$ cat config.mk
export PLATFORM = sky130hd
export DESIGN_NAME = alu_seq
export DESIGN_NICKNAME = d
export VERILOG_FILES = /design/src/rtl/alu_seq_pkg.sv /design/src/rtl/alu_seq_mul.sv /design/src/rtl/alu_seq.sv
export SDC_FILE = /design/constraint.sdc
export NUM_CORES = 1
export LEC_CHECK = 0
export CAP_MARGIN = 20
export CORE_ASPECT_RATIO = 1.75
export CORE_UTILIZATION = 54
export DETAILED_ROUTE_END_ITERATION = 8
export PLACE_DENSITY_LB_ADDON = 0.3
export SETUP_SLACK_MARGIN = 0.05
export SYNTH_ARGS = -nofsm -noshare
export SYNTH_HDL_FRONTEND = slang
export SYNTH_SLANG_ARGS = --single-unit
$ cat constraint.sdc
create_clock -name clk -period 5.9 [get_ports clk]
set_clock_uncertainty 0.15 [all_clocks]
set_input_delay 0.885 -clock clk [delete_from_list [all_inputs] [get_ports clk]]
set_output_delay 0.885 -clock clk [all_outputs]
set_load 0.01 [all_outputs]
$ cat src/rtl/alu_seq_pkg.sv
// Shared types and the single-cycle compute function for alu_seq.
// Operands are zero-extended to ALU_MAX_W bits; the live width is passed in.
package alu_seq_pkg;

    localparam int ALU_MAX_W = 128;
    localparam logic [ALU_MAX_W:0] ALU_ONE = {{ALU_MAX_W{1'b0}}, 1'b1};

    typedef enum logic [2:0] {
        OP_AND = 3'd0,
        OP_OR  = 3'd1,
        OP_ADD = 3'd2,
        OP_XOR = 3'd3,
        OP_NOR = 3'd4,
        OP_MUL = 3'd5,
        OP_SUB = 3'd6,
        OP_SLT = 3'd7
    } op_t;

    typedef enum logic {
        IDLE = 1'b0,
        BUSY = 1'b1
    } state_t;

    typedef struct packed {
        logic [ALU_MAX_W-1:0] res;
        logic                 ovf;
        logic                 cy;
    } alu_res_t;

    // Bit positions of the live width are picked with masks so no variable index is needed.
    function automatic alu_res_t alu_compute(input op_t op,
                                             input logic [ALU_MAX_W-1:0] a,
                                             input logic [ALU_MAX_W-1:0] b,
                                             input int w);
        logic [ALU_MAX_W:0] mask;
        logic [ALU_MAX_W:0] msb;
        logic [ALU_MAX_W:0] bx;
        logic [ALU_MAX_W:0] sum;
        logic               sub;
        logic               a_neg;
        logic               s_neg;
        logic               ovf;
        alu_res_t           r;
        mask  = (ALU_ONE << w) - ALU_ONE;
        msb   = mask ^ (mask >> 1);
        sub   = (op == OP_SUB) || (op == OP_SLT);
        bx    = sub ? (~{1'b0, b} & mask) : {1'b0, b};
        sum   = {1'b0, a} + bx + (sub ? ALU_ONE : {(ALU_MAX_W + 1){1'b0}});
        a_neg = |({1'b0, a} & msb);
        s_neg = |(sum & msb);
        ovf   = (a_neg == (|(bx & msb))) && (s_neg != a_neg);
        r     = '0;
        case (op)
            OP_AND: r.res = a & b;
            OP_OR:  r.res = a | b;
            OP_XOR: r.res = a ^ b;
            OP_NOR: r.res = ~(a | b) & mask[ALU_MAX_W-1:0];
            OP_ADD, OP_SUB: begin
                r.res = sum[ALU_MAX_W-1:0] & mask[ALU_MAX_W-1:0];
                r.ovf = ovf;
                r.cy  = |(sum & ~mask);
            end
            OP_SLT: r.res = {{(ALU_MAX_W - 1){1'b0}}, s_neg ^ ovf};
            default: r = '0;
        endcase
        return r;
    endfunction

endpackage

$ cat src/rtl/alu_seq_mul.sv
// Iterative unsigned shift-add multiplier: one partial product per cycle, WIDTH cycles.
// last is high during the final iteration; prod_* then show the finished product.
module alu_seq_mul #(
    parameter int WIDTH = 32,
    parameter int CNT_W = $clog2(WIDTH + 1)
) (
    input  logic             clk,
    input  logic             reset_n,
    input  logic             start,
    input  logic [WIDTH-1:0] a,
    input  logic [WIDTH-1:0] b,
    output logic             last,
    output logic [WIDTH-1:0] prod_lo,
    output logic             prod_hi_nz
);

    localparam logic [CNT_W-1:0] LAST_CNT = CNT_W'(WIDTH - 1);

    logic [2*WIDTH-1:0] acc_r;
    logic [2*WIDTH-1:0] mcand_r;
    logic [2*WIDTH-1:0] acc_next_s;
    logic [WIDTH-1:0]   mplier_r;
    logic [CNT_W-1:0]   cnt_r;
    logic               active_r;

    // Accumulator after the current iteration's partial product
    always_comb begin
        acc_next_s = acc_r;
        if (mplier_r[0]) begin
            acc_next_s = acc_r + mcand_r;
        end else begin
            acc_next_s = acc_r;
        end
    end

    assign last       = active_r && (cnt_r == LAST_CNT);
    assign prod_lo    = acc_next_s[WIDTH-1:0];
    assign prod_hi_nz = |acc_next_s[2*WIDTH-1:WIDTH];

    // Operand load on start, then one shift-add step per cycle
    always_ff @(posedge clk) begin
        if (!reset_n) begin
            acc_r    <= '0;
            mcand_r  <= '0;
            mplier_r <= '0;
            cnt_r    <= '0;
            active_r <= 1'b0;
        end else if (start) begin
            acc_r    <= '0;
            mcand_r  <= {{WIDTH{1'b0}}, a};
            mplier_r <= b;
            cnt_r    <= '0;
            active_r <= 1'b1;
        end else if (active_r) begin
            acc_r    <= acc_next_s;
            mcand_r  <= mcand_r << 1;
            mplier_r <= mplier_r >> 1;
            if (last) begin
                cnt_r    <= '0;
                active_r <= 1'b0;
            end else begin
                cnt_r <= cnt_r + CNT_W'(1);
            end
        end
    end

endmodule

$ cat src/rtl/alu_seq.sv
// alu_seq: valid/ready ALU with registered result and flags.
// Define ALU_SEQ_MUL_EN to build the iterative multiplier and BUSY state; otherwise code 5 is flagged illegal.
module alu_seq
    import alu_seq_pkg::*;
#(
    parameter  int WIDTH = 32,
    localparam int CNT_W = $clog2(WIDTH + 1)
) (
    input  logic             clk,
    input  logic             reset_n,
    input  logic             in_valid,
    output logic             in_ready,
    input  logic [WIDTH-1:0] A,
    input  logic [WIDTH-1:0] B,
    input  logic [2:0]       control,
    output logic             out_valid,
    input  logic             out_ready,
    output logic [WIDTH-1:0] out,
    output logic             overflow,
    output logic             carry,
    output logic             zero,
    output logic             negative,
    output logic             illegal
);

    state_t           state_r;
    logic             out_valid_r;
    logic [WIDTH-1:0] out_r;
    logic             overflow_r;
    logic             carry_r;
    logic             zero_r;
    logic             negative_r;
    logic             illegal_r;

    op_t              op_s;
    alu_res_t         alu_s;
    logic             accept_s;
    logic             mul_start_s;
    logic             mul_last_s;
    logic [WIDTH-1:0] mul_lo_s;
    logic             mul_hi_nz_s;

    assign op_s     = op_t'(control);
    assign alu_s    = alu_compute(op_s, ALU_MAX_W'(A), ALU_MAX_W'(B), WIDTH);
    assign in_ready = (state_r == IDLE) && (!out_valid_r || out_ready);
    assign accept_s = in_valid && in_ready;

`ifdef ALU_SEQ_MUL_EN
    assign mul_start_s = accept_s && (op_s == OP_MUL);

    alu_seq_mul #(
        .WIDTH (WIDTH),
        .CNT_W (CNT_W)
    ) u_mul (
        .clk        (clk),
        .reset_n    (reset_n),
        .start      (mul_start_s),
        .a          (A),
        .b          (B),
        .last       (mul_last_s),
        .prod_lo    (mul_lo_s),
        .prod_hi_nz (mul_hi_nz_s)
    );
`else
    assign mul_start_s = 1'b0;
    assign mul_last_s  = 1'b0;
    assign mul_lo_s    = '0;
    assign mul_hi_nz_s = 1'b0;
`endif

    // Sequencing FSM and result/flag registers
    always_ff @(posedge clk) begin
        if (!reset_n) begin
            state_r     <= IDLE;
            out_valid_r <= 1'b0;
            out_r       <= '0;
            overflow_r  <= 1'b0;
            carry_r     <= 1'b0;
            zero_r      <= 1'b0;
            negative_r  <= 1'b0;
            illegal_r   <= 1'b0;
        end else if (accept_s) begin
            if (mul_start_s) begin
                // The previous result (if any) retires on this edge.
                state_r     <= BUSY;
                out_valid_r <= 1'b0;
            end else begin
                out_valid_r <= 1'b1;
                out_r       <= alu_s.res[WIDTH-1:0];
                overflow_r  <= alu_s.ovf;
                carry_r     <= alu_s.cy;
                zero_r      <= (alu_s.res == '0);
                negative_r  <= alu_s.res[WIDTH-1];
                illegal_r   <= (op_s == OP_MUL);
            end
        end else if (mul_last_s) begin
            state_r     <= IDLE;
            out_valid_r <= 1'b1;
            out_r       <= mul_lo_s;
            overflow_r  <= mul_hi_nz_s;
            carry_r     <= 1'b0;
            zero_r      <= (mul_lo_s == '0);
            negative_r  <= mul_lo_s[WIDTH-1];
            illegal_r   <= 1'b0;
        end else if (out_ready) begin
            out_valid_r <= 1'b0;
        end
    end

    assign out_valid = out_valid_r;
    assign out       = out_r;
    assign overflow  = overflow_r;
    assign carry     = carry_r;
    assign zero      = zero_r;
    assign negative  = negative_r;
    assign illegal   = illegal_r;

endmodule
==> results of run 1 <==
==> area by class of cell <==
cell class | count | share of cell area (%)
clock buffers | 7 | 1.99
clock inverters | 1 | 0.419
inverters | 83 | 4.35
multi-input cells | 614 | 63.6
flip-flops and latches | 37 | 10.3
well taps | 127 | 2.22
repair buffers | 125 | 17.1
==> through the flow <==
step	instance area (um^2)	total power (W)	setup WS (ps)	hold slack, ps	std cells
after detailed placement	6990	0.000990	619	299	986
after global routing	7160	0.00139	543	353	994
after floorplan	5790	0.000741	596	331	784
after global placement	6960	0.000972	697	294	985
after CTS	7160	0.00130	884	306	994
final	7160	0.00131	814	309	994
==> path summary, 6_finish.rpt <==
path / end / slack [ps] / cells past startpoint
worst min register to register: carry / 310 / 2
worst max register to register: zero / 3010 / 11
worst min-delay path: carry / 310 / 2
worst max-delay path: zero / 810 / 14
==> flip-flops by register name, indices dropped and copies added, names as in the netlist <==
name	count
out_valid	1
carry	1
overflow	1
out	32
zero	1
illegal	1
==> Yosys cell counts (7+ instances only) <==
cell type | n | area share, %
a211oi_1 | 24 | 3.1
a21o_1 | 8 | 1.0
a21oi_1 | 50 | 4.3
a221oi_1 | 13 | 2.0
a22oi_1 | 28 | 3.6
buf_1 | 9 | 0.58
clkbuf_1 | 34 | 2.2
dfxtp_1 | 37 | 13
ha_1 | 96 | 21
inv_1 | 82 | 5.3
mux2i_1 | 17 | 2.9
nand2_1 | 52 | 3.4
nand2b_1 | 24 | 2.6
nand3_1 | 7 | 0.60
nand4_1 | 12 | 1.3
nor2_1 | 61 | 4.0
nor3_1 | 10 | 0.86
o21a_1 | 8 | 1.0
o21ai_0 | 55 | 4.8
xnor2_1 | 42 | 6.4
xor2_1 | 8 | 1.2
==> per-layer routing <==
layer	vias to the layer above	GRT usage, %	wire, um
met2	272	68.6	10700
met5	-	0	0
met1	2942	35.9	6970
met3	83	2.83	838
li1	2982	-	-
met4	0	19.5	1140
==> placed cells by master, fill, tap and decap left out, types with 15 or more instances in the layout <==
master,instances
o21ai_0,55
a211oi_1,24
ha_1,96
buf_4,15
xnor2_1,42
nand2_1,51
clkdlybuf4s50_1,108
a22oi_1,28
a21oi_1,50
inv_1,82
nand2b_1,24
dfxtp_1,37
nor2_1,60
mux2i_1,17
==> logic make-up after synthesis <==
group | count (synthesis) | synth area share [%]
buf+inv | 133 | 8.86
flops | 37 | 12.8
fa+ha+maj | 97 | 21.1
mux | 19 | 3.33
xor+xnor | 50 | 7.56
simple gates | 199 | 16.7
compound gates | 249 | 29.7
==> report_power, final <==
part,total (W),switching (W),leakage [nW],internal [W]
clock,0.000308,0.0000973,0.0841,0.000211
combinational,0.000717,0.000406,2.83,0.000311
sequential,0.000285,0.0000142,0.305,0.000271
total,0.00131,0.000518,3.22,0.000793
==> critical path, delay by kind of cell <==
kind	cells	cell delay (ps)
AOI/OAI and AO/OA	7	1920
and+or+nand+nor	3	660
buffers and inverters	1	530
adders and majority gates	1	450
muxes	1	380
xor gates and xnor gates	1	270
==> reports/qor.csv, run 1 <==
metric,value,unit
clock_path_buffers,2,
slew_headroom,49.1,%
synth.avg_cell_area,7.39,um^2
cts_sinks,37,
maxCapViolCount,0,
leakagePower,3.22,nW
ir_drop,0.224,mV
min_period,5090,ps
worst_ep_arrival_time,5100,ps
postCtsHoldBufs,0,
synth_edf_count,0,
status,"finished, final reports clean",
synth_seq_cells,37,
yosysSeqAreaShare,12.8,%
r2r_start,out_valid,
critPathMaxFanout,16,
root_buffer,clkbuf_16,
insertion_delay,280,ps
drt_iter0_markers,362,
regArea,741,um^2
crit_start,control[2],
hold_start,carry,
hold_viol_final,0,
async_reset_ff_share,0,%
setup_violations,0,
ys_types,69,
cp-end-kind,flop,
fill_cells,878,
ant_nets,0,
drc,0,
power_density,183,nW/um^2
fp.dieH,139,um
port_buffers,109,
cpPeakStageDelay,560,ps
cp.required,5920,ps
rows,49,
clk_pin_slew,50,ps
postSynthCellCount,784,
initial_utilization,55.9,%
gp_congestion,1.02,
synth_area,5790,um^2
antenna_cells,0,
nNetsFinal,1034,
cts_buffers,5,
drive_gt1_share,5.07,%
grt.overflow.total,0,
ys_warn_count,0,
finalWirelength,19.7,mm
core,10400,um^2
hpwlAfterDp,15.2,mm
utilization,69.1,%
min_path_type,reg -> reg,
postCtsSetupBuffers,0,
grt_max_degree,61,
grt.total_usage,35.5,%
worstSetupPathType,in -> reg,
cp_cell_sequence,clkdlybuf4s50_1 > nand2_2 > xnor2_1 > fa_1 > a211oi_1 > o21ai_2 > a311oi_1 > mux2_2 > o21bai_1 > a211oi_1 > and4_1 > nand4_1 > a2111oi_2 > a41o_1,
cts_tree,built,
detailroute.via_count,6279,
dieArea,11200,um^2
cts-resized-gates,0,
worst_pin_slew,756,ps
fin_crit_sh,86.2,%
routedWlPerCell,19.8,um
syn_nets,952,
rsz0062_at_grt,no,
dr.pass1.iters,7,
crit_path_frequent_cell,a211oi_1,
cp-start-kind,primary input,
io_pins,110,
cts_max_level,2,
tns,0,ps
grt_pass1_wl,30.7,mm
multi_input_area,4550,um^2
viasPerCell,6.32,
area_growth_syn_to_layout,23.6,%
ys.flop_type,dfxtp_1,
antenna_found_initial,0,
grt_pass1_vias,6242,
clock.fmax,197,MHz
die_w,80.3,um
crit_path_top_delay_cell,o21bai_1,
slew_viol_final,0,
(Power assumes the default switching activity.)
==> run 2: changes to the inputs <==
Settings changed: CORE_UTILIZATION 54 to 50.
==> run 2 against run 1 <==
Sequential power about the same. Total power down 0.39%. Die area up 7.8%. Largest power group unchanged. Largest cell class unchanged. Utilization down 5.6 points. Global-route usage down 2.6 points. Register-to-register slack worse by 40 ps. Sequential cell count unchanged. Via count down 1.2%.
==> reports/qor.csv, run 2 (same netlist as run 1, synthesis figures left out) <==
metric,value,unit,change
status,"finished, final reports clean",,unchanged
cp-end-kind,flop,,unchanged
grt.total_usage,32.9,%,was 35.5%
ir_drop,0.232,mV,was 0.224 mV
ant_nets,0,,unchanged
grt.overflow.total,0,,unchanged
clock_path_buffers,2,,unchanged
drt_iter0_markers,358,,was 362
cts-resized-gates,0,,unchanged
nNetsFinal,1033,,was 1034
crit_path_top_delay_cell,a221oi_1,,was o21bai_1
slew_headroom,31.3,%,was 49.1%
insertion_delay,280,ps,about the same
maxCapViolCount,0,,unchanged
area_growth_syn_to_layout,23.2,%,was 23.6%
grt_max_degree,55,,was 61
initial_utilization,51.6,%,was 55.9%
antenna_found_initial,0,,unchanged
finalWirelength,19.9,mm,was 19.7 mm
cts_max_level,2,,unchanged
gp_congestion,0.982,,was 1.02
rows,51,,was 49
cts_buffers,5,,unchanged
root_buffer,clkbuf_16,,unchanged
io_pins,110,,unchanged
cts_tree,built,,unchanged
dp_cells,990,,was 986
worst_pin_slew,1030,ps,was 756 ps
largest_reg_flops,32,,unchanged
routedWlPerCell,19.9,um,was 19.8 um
tns,0,ps,unchanged
die_w,83.4,um,was 80.3 um
detailroute.via_count,6202,,was 6279
worst_ep_arrival_time,5230,ps,was 5100 ps
dr.pass1.iters,8,,was 7
drc,0,,unchanged
hold_viol_final,0,,unchanged
cp-start-kind,primary input,,unchanged
final_cells,999,,was 994
postCtsSetupBuffers,0,,unchanged
clk_pin_slew,60,ps,was 50 ps
core,11200,um^2,was 10400 um^2
slew_viol_final,0,,unchanged
cp.required,5970,ps,was 5920 ps
worstSetupPathType,in -> reg,,unchanged
grt_pass1_wl,31.4,mm,was 30.7 mm
cts_sinks,37,,unchanged
cp_cell_sequence,clkdlybuf4s50_1 > nand2_2 > xnor2_1 > ha_1 > a211o_1 > o221ai_2 > o211a_1 > nor2_1 > xor2_1 > a221oi_1 > and4_1 > nand4_1 > a2111oi_2 > a41o_1,,was clkdlybuf4s50_1 > nand2_2 > xnor2_1 > fa_1 > a211oi_1 > o21ai_2 > a311oi_1 > mux2_2 > o21bai_1 > a211oi_1 > and4_1 > nand4_1 > a2111oi_2 > a41o_1
final_common_cell,clkdlybuf4s50_1,,unchanged
final_cell_mix,"108 x clkdlybuf4s50_1, 96 x ha_1, 82 x inv_1, 60 x nor2_1, 55 x o21ai_0",,unchanged
port_buffers,109,,unchanged
viasPerCell,6.21,,was 6.32
setup_violations,0,,unchanged
min_period,5160,ps,was 5090 ps
fp.dieH,144,um,was 139 um
rsz0062_at_grt,no,,unchanged
dieArea,12000,um^2,was 11200 um^2
min_path_type,reg -> reg,,unchanged
power_density,183,nW/um^2,about the same
clock.fmax,194,MHz,was 197 MHz
critPathMaxFanout,15,,was 16
postCtsHoldBufs,0,,unchanged
hpwlAfterDp,15.8,mm,was 15.2 mm
cpPeakStageDelay,840,ps,was 560 ps
drive_gt1_share,5.08,%,was 5.07%
grt_pass1_vias,6420,,was 6242
leakagePower,3.21,nW,was 3.22 nW
fin_crit_sh,87.5,%,was 86.2%
## run 2: cell count changes in the layout (fill, tap and decap cells not counted)
| cell | previous run | this run |
|---|---|---|
| diode_2 | 0 | 1 |
| clkinv_2 | 0 | 1 |
| buf_16 | 1 | 0 |
| inv_6 | 0 | 1 |
| clkbuf_1 | 1 | 0 |
| clkbuf_8 | 1 | 0 |
## run 2: where the power goes
| group | total (W) | internal (W) | switching, W | leakage [nW] |
|---|---|---|---|---|
| Clock | 0.000306 | 0.000200 | 0.000107 | 0.0842 |
| Combinational | 0.000714 | 0.000307 | 0.000407 | 2.82 |
| Sequential | 0.000284 | 0.000271 | 0.0000138 | 0.305 |
| Total | 0.00131 | 0.000778 | 0.000527 | 3.21 |
## run 2: layout make-up
type,instances,area (um^2)
fillers,1059,4090
clock inverters,3,43.8
inverters,83,312
repair buffers,124,1200
clock buffers,5,125
diodes,1,2.50
flip-flops and latches,37,741
multi-input cells,614,4550
well taps,132,165
## run 2: worst max-delay path, delay by kind of cell
| kind | cells | cell delay [ps] |
|---|---|---|
| adders and majority gates | 1 | 270 |
| and+or+nand+nor | 4 | 820 |
| xor gates and xnor gates | 2 | 380 |
| AOI/OAI and AO/OA | 6 | 2370 |
| buffers and inverters | 1 | 520 |
## run 2: final timing paths
path,from,endpoint,slack [ps],cells past startpoint
setup / recovery,control[2],zero,740,14
hold / removal,carry,carry,300,2
hold reg to reg,carry,carry,300,2
setup reg to reg,out_valid,zero,2970,11
## run 2: layer usage
| metal | up-vias | wire length (um) | global-route usage (%) |
|---|---|---|---|
| met5 | - | 0 | 0 |
| li1 | 2975 | - | - |
| met3 | 85 | 729 | 2.80 |
| met2 | 218 | 10600 | 63.5 |
| met4 | 0 | 1580 | 25.9 |
| met1 | 2924 | 6970 | 31.9 |
## run 2: stage by stage
stage	setup WS (ps)	power (W)	utilization, %	cell area [um^2]	hold WS [ps]
global placement	592	0.000980	62.0	6970	296
CTS	792	0.00130	63.5	7140	305
global route	497	0.00139	63.5	7140	331
floorplan	596	0.000741	-	5790	331
detailed placement	524	0.000995	62.0	6970	297
finish	740	0.00131	63.6	7140	302
==> run 3: changes to the inputs <==
Settings changed: HOLD_SLACK_MARGIN set to 0.02.
==> results of run 3 <==
Same layout as run 2: the final DEF is identical, and so are final timing and power.
